[config.mk]
export PLATFORM = sky130hd
export DESIGN_NAME = pause_fade
export DESIGN_NICKNAME = d
export VERILOG_FILES = /design/src/rtl/pause_fade_pkg.sv /design/src/rtl/rgb_attenuator.sv /design/src/rtl/pause_fade.sv
export SDC_FILE = /design/constraint.sdc
export NUM_CORES = 1
export LEC_CHECK = 0
export CELL_PAD_IN_SITES_DETAIL_PLACEMENT = 1
export CELL_PAD_IN_SITES_GLOBAL_PLACEMENT = 1
export CORE_MARGIN = 8
export CORE_UTILIZATION = 30
export DETAILED_ROUTE_END_ITERATION = 16
export PLACE_DENSITY = 0.57
export SETUP_SLACK_MARGIN = 0.2
export SKIP_CTS_REPAIR_TIMING = 1
export SYNTH_ARGS = -nofsm -noshare
export SYNTH_HDL_FRONTEND = slang
export SYNTH_SLANG_ARGS = --single-unit
[constraint.sdc]
create_clock -name clk_sys -period 13.5 [get_ports clk_sys]
set_clock_uncertainty 0.05 [all_clocks]
set_input_delay 2.7 -clock clk_sys [delete_from_list [all_inputs] [get_ports clk_sys]]
set_output_delay 2.7 -clock clk_sys [all_outputs]
set_load 0.01 [all_outputs]
[src/rtl/pause_fade_pkg.sv]
`default_nettype none
// ============================================================================
//  Module      : pause_fade_pkg
//  Description : Shared types and constants for the pause/fade block.
//                FADE_MAX  - deepest fade level (8/16 = 50% brightness)
//                ATTEN_ONE - unity gain in the sixteenths scale
//  Revision    : 1.0 - initial release
// ============================================================================
package pause_fade_pkg;

    typedef enum logic [1:0] {
        RUN     = 2'd0,
        PAUSED  = 2'd1,
        DIMMING = 2'd2,
        DIMMED  = 2'd3
    } state_t;

    localparam int FADE_MAX  = 8;
    localparam int ATTEN_ONE = 16;

endpackage
`default_nettype wire

[src/rtl/rgb_attenuator.sv]
`default_nettype none
// ============================================================================
//  Module      : rgb_attenuator
//  Description : One colour channel scaled by (16 - level)/16, forced to zero
//                during blanking, registered with one cycle of latency.
//  Ports       : clk_sys - system clock
//                reset   - synchronous active-high reset (output -> 0)
//                value   - channel input, W bits
//                level   - fade level 0..8
//                blank   - hblank | vblank
//                atten   - registered attenuated channel
//  Revision    : 1.0 - initial release
// ============================================================================
module rgb_attenuator
    import pause_fade_pkg::*;
#(
    parameter int W = 8
) (
    input  logic         clk_sys,
    input  logic         reset,
    input  logic [W-1:0] value,
    input  logic [3:0]   level,
    input  logic         blank,
    output logic [W-1:0] atten
);

    logic [4:0]   w_scale;
    logic [W+4:0] w_prod;
    logic [W-1:0] w_scaled;

    // Level never exceeds 8, so the scale is always 8..16 and the
    // product never overflows W+5 bits.
    assign w_scale  = 5'(ATTEN_ONE) - {1'b0, level};
    assign w_prod   = (W+5)'(value) * (W+5)'(w_scale);
    assign w_scaled = W'(w_prod >> 4);

    always_ff @(posedge clk_sys) begin
        if (reset) begin
            atten <= '0;
        end else if (blank) begin
            atten <= '0;
        end else begin
            atten <= w_scaled;
        end
    end

endmodule
`default_nettype wire

[src/rtl/pause_fade.sv]
`default_nettype none
// ============================================================================
//  Module      : pause_fade
//  Description : Merges pause sources into one registered CPU pause and,
//                after an idle timeout while paused, fades the RGB output in
//                frame-paced steps down to 50%. Unpause restores brightness.
//  Ports       : clk_sys       - system clock
//                reset         - synchronous active-high reset
//                user_button   - pause toggle button (level)
//                pause_request - SRC external pause holds (level)
//                OSD_STATUS    - OSD open
//                options       - [0] pause on OSD, [1] dim enable
//                r, g, b       - video in
//                hblank,vblank - blanking
//                pause_cpu     - registered CPU pause
//                rgb_out       - {r,g,b} attenuated, 1-cycle latency
//                dim_level     - current fade level 0..8
//  Revision    : 1.0 - initial release
// ============================================================================
module pause_fade
    import pause_fade_pkg::*;
#(
    parameter int RW               = 8,
    parameter int GW               = 8,
    parameter int BW               = 8,
    parameter int CLK_HZ           = 24000000,
    parameter int DIM_TIMEOUT_S    = 10,
    parameter int FADE_STEP_FRAMES = 4,
    parameter int SRC              = 2
) (
    input  logic              clk_sys,
    input  logic              reset,
    input  logic              user_button,
    input  logic [SRC-1:0]    pause_request,
    input  logic              OSD_STATUS,
    input  logic [1:0]        options,
    input  logic [RW-1:0]     r,
    input  logic [GW-1:0]     g,
    input  logic [BW-1:0]     b,
    input  logic              hblank,
    input  logic              vblank,
    output logic              pause_cpu,
    output logic [RW+GW+BW-1:0] rgb_out,
    output logic [3:0]        dim_level
);

    localparam int            PW      = (CLK_HZ > 1) ? $clog2(CLK_HZ) : 1;
    localparam logic [PW-1:0] c_presc_max = PW'(CLK_HZ - 1);
    localparam logic [7:0]    c_timeout   = 8'(DIM_TIMEOUT_S);
    localparam logic [7:0]    c_step_last = 8'(FADE_STEP_FRAMES - 1);
    localparam logic [3:0]    c_fade_last = 4'(FADE_MAX - 1);

    logic          r_btn;
    logic          r_toggle;
    logic          r_vb;
    logic          w_req;
    logic          w_vb_rise;

    state_t        r_state,  w_state_nx;
    logic [PW-1:0] r_presc,  w_presc_nx;
    logic [7:0]    r_sec,    w_sec_nx;
    logic [7:0]    r_fc,     w_fc_nx;
    logic [3:0]    r_dim,    w_dim_nx;
    // Set when the fade is cancelled by clearing the dim enable; blocks a new
    // fade until the pause is released, since seconds stay at the timeout.
    logic          r_lock,   w_lock_nx;

    // Button history follows the pin even in reset so a button held through
    // reset is not seen as a fresh press afterwards.
    always_ff @(posedge clk_sys) begin
        r_btn <= user_button;
    end

    always_ff @(posedge clk_sys) begin
        if (reset) begin
            r_toggle  <= 1'b0;
            pause_cpu <= 1'b0;
            r_vb      <= 1'b0;
        end else begin
            if (user_button && !r_btn) begin
                r_toggle <= ~r_toggle;
            end
            pause_cpu <= w_req;
            r_vb      <= vblank;
        end
    end

    assign w_req     = r_toggle | (|pause_request) | (options[0] & OSD_STATUS);
    assign w_vb_rise = vblank & ~r_vb;

    always_ff @(posedge clk_sys) begin
        if (reset) begin
            r_state <= RUN;
            r_presc <= '0;
            r_sec   <= '0;
            r_fc    <= '0;
            r_dim   <= '0;
            r_lock  <= 1'b0;
        end else begin
            r_state <= w_state_nx;
            r_presc <= w_presc_nx;
            r_sec   <= w_sec_nx;
            r_fc    <= w_fc_nx;
            r_dim   <= w_dim_nx;
            r_lock  <= w_lock_nx;
        end
    end

    always_comb begin
        w_state_nx = r_state;
        w_presc_nx = r_presc;
        w_sec_nx   = r_sec;
        w_fc_nx    = r_fc;
        w_dim_nx   = r_dim;
        w_lock_nx  = r_lock;

        // Unpause has priority over everything, including a vblank edge.
        if (!pause_cpu) begin
            w_state_nx = RUN;
            w_presc_nx = '0;
            w_sec_nx   = '0;
            w_fc_nx    = '0;
            w_dim_nx   = '0;
            w_lock_nx  = 1'b0;
        end else begin
            case (r_state)
                RUN: begin
                    w_state_nx = PAUSED;
                    w_presc_nx = '0;
                    w_sec_nx   = '0;
                end
                PAUSED: begin
                    if (r_presc == c_presc_max) begin
                        w_presc_nx = '0;
                        if (r_sec != 8'hFF) begin
                            w_sec_nx = r_sec + 8'd1;
                        end
                    end else begin
                        w_presc_nx = r_presc + PW'(1);
                    end
                    if ((r_sec == c_timeout) && options[1] && !r_lock) begin
                        w_state_nx = DIMMING;
                        w_fc_nx    = '0;
                    end
                end
                DIMMING: begin
                    if (!options[1]) begin
                        w_state_nx = PAUSED;
                        w_dim_nx   = '0;
                        w_fc_nx    = '0;
                        w_lock_nx  = 1'b1;
                    end else if (w_vb_rise) begin
                        if (r_fc == c_step_last) begin
                            w_fc_nx  = '0;
                            w_dim_nx = r_dim + 4'd1;
                            if (r_dim == c_fade_last) begin
                                w_state_nx = DIMMED;
                            end
                        end else begin
                            w_fc_nx = r_fc + 8'd1;
                        end
                    end
                end
                DIMMED: begin
                    if (!options[1]) begin
                        w_state_nx = PAUSED;
                        w_dim_nx   = '0;
                        w_lock_nx  = 1'b1;
                    end
                end
                default: begin
                    w_state_nx = RUN;
                end
            endcase
        end
    end

    assign dim_level = r_dim;

    logic         w_blank;
    logic [RW-1:0] w_r_att;
    logic [GW-1:0] w_g_att;
    logic [BW-1:0] w_b_att;

    assign w_blank = hblank | vblank;

    rgb_attenuator #(.W(RW)) u_att_r (
        .clk_sys (clk_sys),
        .reset   (reset),
        .value   (r),
        .level   (r_dim),
        .blank   (w_blank),
        .atten   (w_r_att)
    );

    rgb_attenuator #(.W(GW)) u_att_g (
        .clk_sys (clk_sys),
        .reset   (reset),
        .value   (g),
        .level   (r_dim),
        .blank   (w_blank),
        .atten   (w_g_att)
    );

    rgb_attenuator #(.W(BW)) u_att_b (
        .clk_sys (clk_sys),
        .reset   (reset),
        .value   (b),
        .level   (r_dim),
        .blank   (w_blank),
        .atten   (w_b_att)
    );

    assign rgb_out = {w_r_att, w_g_att, w_b_att};

endmodule
`default_nettype wire

==> flow_summary.ini <==
[grt]
antenna_found_initial = 0
grt_max_degree = 35
grt_pass1_vias = 5975
grt_usage_pct = 13.3
grt-ovfl-total = 0
grt_pass1_wl_microns = 30300

[timing]
hold_viol = 0
fmax_mhz = 156
setup_viol = 0
whs_ns = 0.440
finalCriticalPeriod_ns = 6.41
finalSetupTns_ns = 0
final-max-slew-violation-count = 0
worst_pin_slew_ns = 1.16
maxSlewHeadroom_pct = 22.3
fin_ws_ns = 7.09
rsz0062_at_grt = false
finalCritPeriodShare_pct = 47.4

[clock_network]
cts_buffers = 9
path_clk_slew_ns = 0.06
cts-htree-levels = 3
clock_latency_ns = 0.35
cts_sinks = 76
root_buffer = clkbuf_16
tritoncts = built
clk_path_buf_depth = 2

[synth]
netlist_instances = 793
synthesis.area_sq_um = 6740
yosys_most_used_dff = dfxtp_1
synth_warnings = 0
seq_area_frac_synth_pct = 22.6
synth_edf_count = 0
synth_area_per_cell_sq_um = 8.50
async_flop_share_pct = 0
yosys.cell_types.count = 66
synth-seq-cells = 76
synth_nets = 940

[placement]
pre_cts_ws_ns = 6.73
dpl.hpwl_microns = 13400
place_area_sq_um = 7660
gp_congestion = 0.744
port_buffers = 62

[hold_path]
hp-class = register to register
whs_path_depth = 2

[setup_path]
critPathRequiredTime_ns = 13.73
critPathLaunchType = input port
cp_max_fo = 6
slowest_delay_ns = 0.57
slowest_stage = fa_1
cp_cell_sequence = clkdlybuf4s50_1 -> nand2_1 -> fa_1 -> inv_1 -> fa_1 -> inv_1 -> fa_1 -> inv_1 -> ha_1 -> a21o_1 -> a211o_1 -> a31o_2 -> a2111o_1 -> o21ai_0
reg2regPathDepth = 17
cp.arrival_ns = 6.63
worst-setup-path-type = input port to register
worst_setup_path_end_kind = register

[floorplanning]
start_util_pct = 30.1
die_x_microns = 166
die_h_microns = 166
fp.coreArea_sq_um = 22400
dieArea_sq_um = 27500
io_pins = 63
rows = 55

[routing]
drt-total-wl_microns = 17700
detail-route-antenna-nets = 0
avgRoutedWirePerCell_microns = 15.6
post-route-drc-count = 0
vias_per_cell = 5.01
drtPass1Iterations = 4
drt_iter0_markers = 204
route.vias.total = 5666

[power]
power.leakage_nw = 3.41
p_per_area_nw_per_um2 = 71.3
peakVddDrop_uv = 46.2

[finish]
area_growth_pct = 18.7
final_cell_mix = inv_1 (87), nand2_1 (83), dfxtp_1 (76)
diodes = 0
final_common_cell = inv_1
drive_gt1_share_pct = 4.73
layout.nets = 988
postLayoutCellArea_sq_um = 8000

[run]
maxCapViolCount = 0

[status]
outcome = completed
-- flip-flops by register name (all words and copies together), names as in the netlist, 2 cells and up --
register	count
r_sec	8
u_att_g.atten	8
u_att_b.atten	8
r_fc	8
r_state	2
r_presc	25
dim_level	4
u_att_r.atten	8
-- area by class of cell --
type | count | area [sq um]
Clock buffer | 13 | 270
Clock inverter | 3 | 67.6
Fill cell | 2611 | 14400
Inverter | 87 | 327
Multi-Input combinational cell | 599 | 4790
Sequential cell | 76 | 1520
Tap cell | 285 | 357
Timing Repair Buffer | 68 | 666
-- critical path, delay by kind of cell --
family / cells / cell delay [ns]
AO/OA/AOI/OAI: 5 / 1.16
adder cells (fa/ha/maj): 4 / 1.97
buffers and inverters: 4 / 0.68
AND/OR/NAND/NOR: 1 / 0.11
-- report_power, final --
part	internal (W)	switching (W)
registers	0.000227	0.00000159
logic	0.0000274	0.0000346
clock network	0.000177	0.000102
total	0.000432	0.000138
-- Yosys cell counts, drive strengths merged, types with 5 or more instances --
library cell  count  area (sq um)
nand3b            5          37.5
nand2b           13          81.3
and3             12          75.1
o21ai            14          70.1
nor4              5          43.8
a21o             10          75.1
a31oi            20           131
ha               65           813
nand4            21           138
and4              6          52.6
nand3            19          95.1
inv              87           327
xnor2            24           210
nor3b             7          52.6
dfxtp            76          1520
mux2i            13           130
nor2             48           180
nor3             19           111
xor2             13           114
a21oi            17          85.1
and2             72           450
nand2            83           312
clkbuf           27           101
fa               48           961
or4               6          48.8
-- cell families after synthesis --
logic type	after synthesis	synth area share (%)
XOR/XNOR	37	4.81
adder cells (fa/ha/maj)	113	26.3
AND/OR/NAND/NOR	331	26.6
buffers and inverters	118	6.76
AO/OA/AOI/OAI	105	11.0
multiplexers	13	1.93
flip-flops	76	22.6
-- final timing paths --
kind / start / endpoint / slack, ns
hold reg to reg: r_lock / r_lock / 0.44
setup / recovery: g[4] / u_att_g.atten[7] / 7.09
setup reg to reg: dim_level[0] / u_att_g.atten[7] / 8.11
hold / removal: r_lock / r_lock / 0.44
-- through the flow --
step                      utilization [%]  std cells  total power [W]
final                                35.8       1131         0.000570
after global routing                 35.8       1131         0.000598
after CTS                            35.8       1131         0.000583
after detailed placement             34.3       1115         0.000297
after global placement               34.3       1115         0.000297
after floorplan                         -        793         0.000268
-- metal layers --
| metal | global-route usage [%] | vias up | share of wire [%] |
|---|---|---|---|
| li1 | - | 2796 | - |
| met1 | 17.3 | 2788 | 50 |
| met2 | 22.1 | 75 | 46 |
| met3 | 3.02 | 7 | 3.5 |
| met4 | 2.85 | 0 | 0.73 |
| met5 | 0 | - | 0 |
No activity file was read; power rests on OpenSTA's default activity.
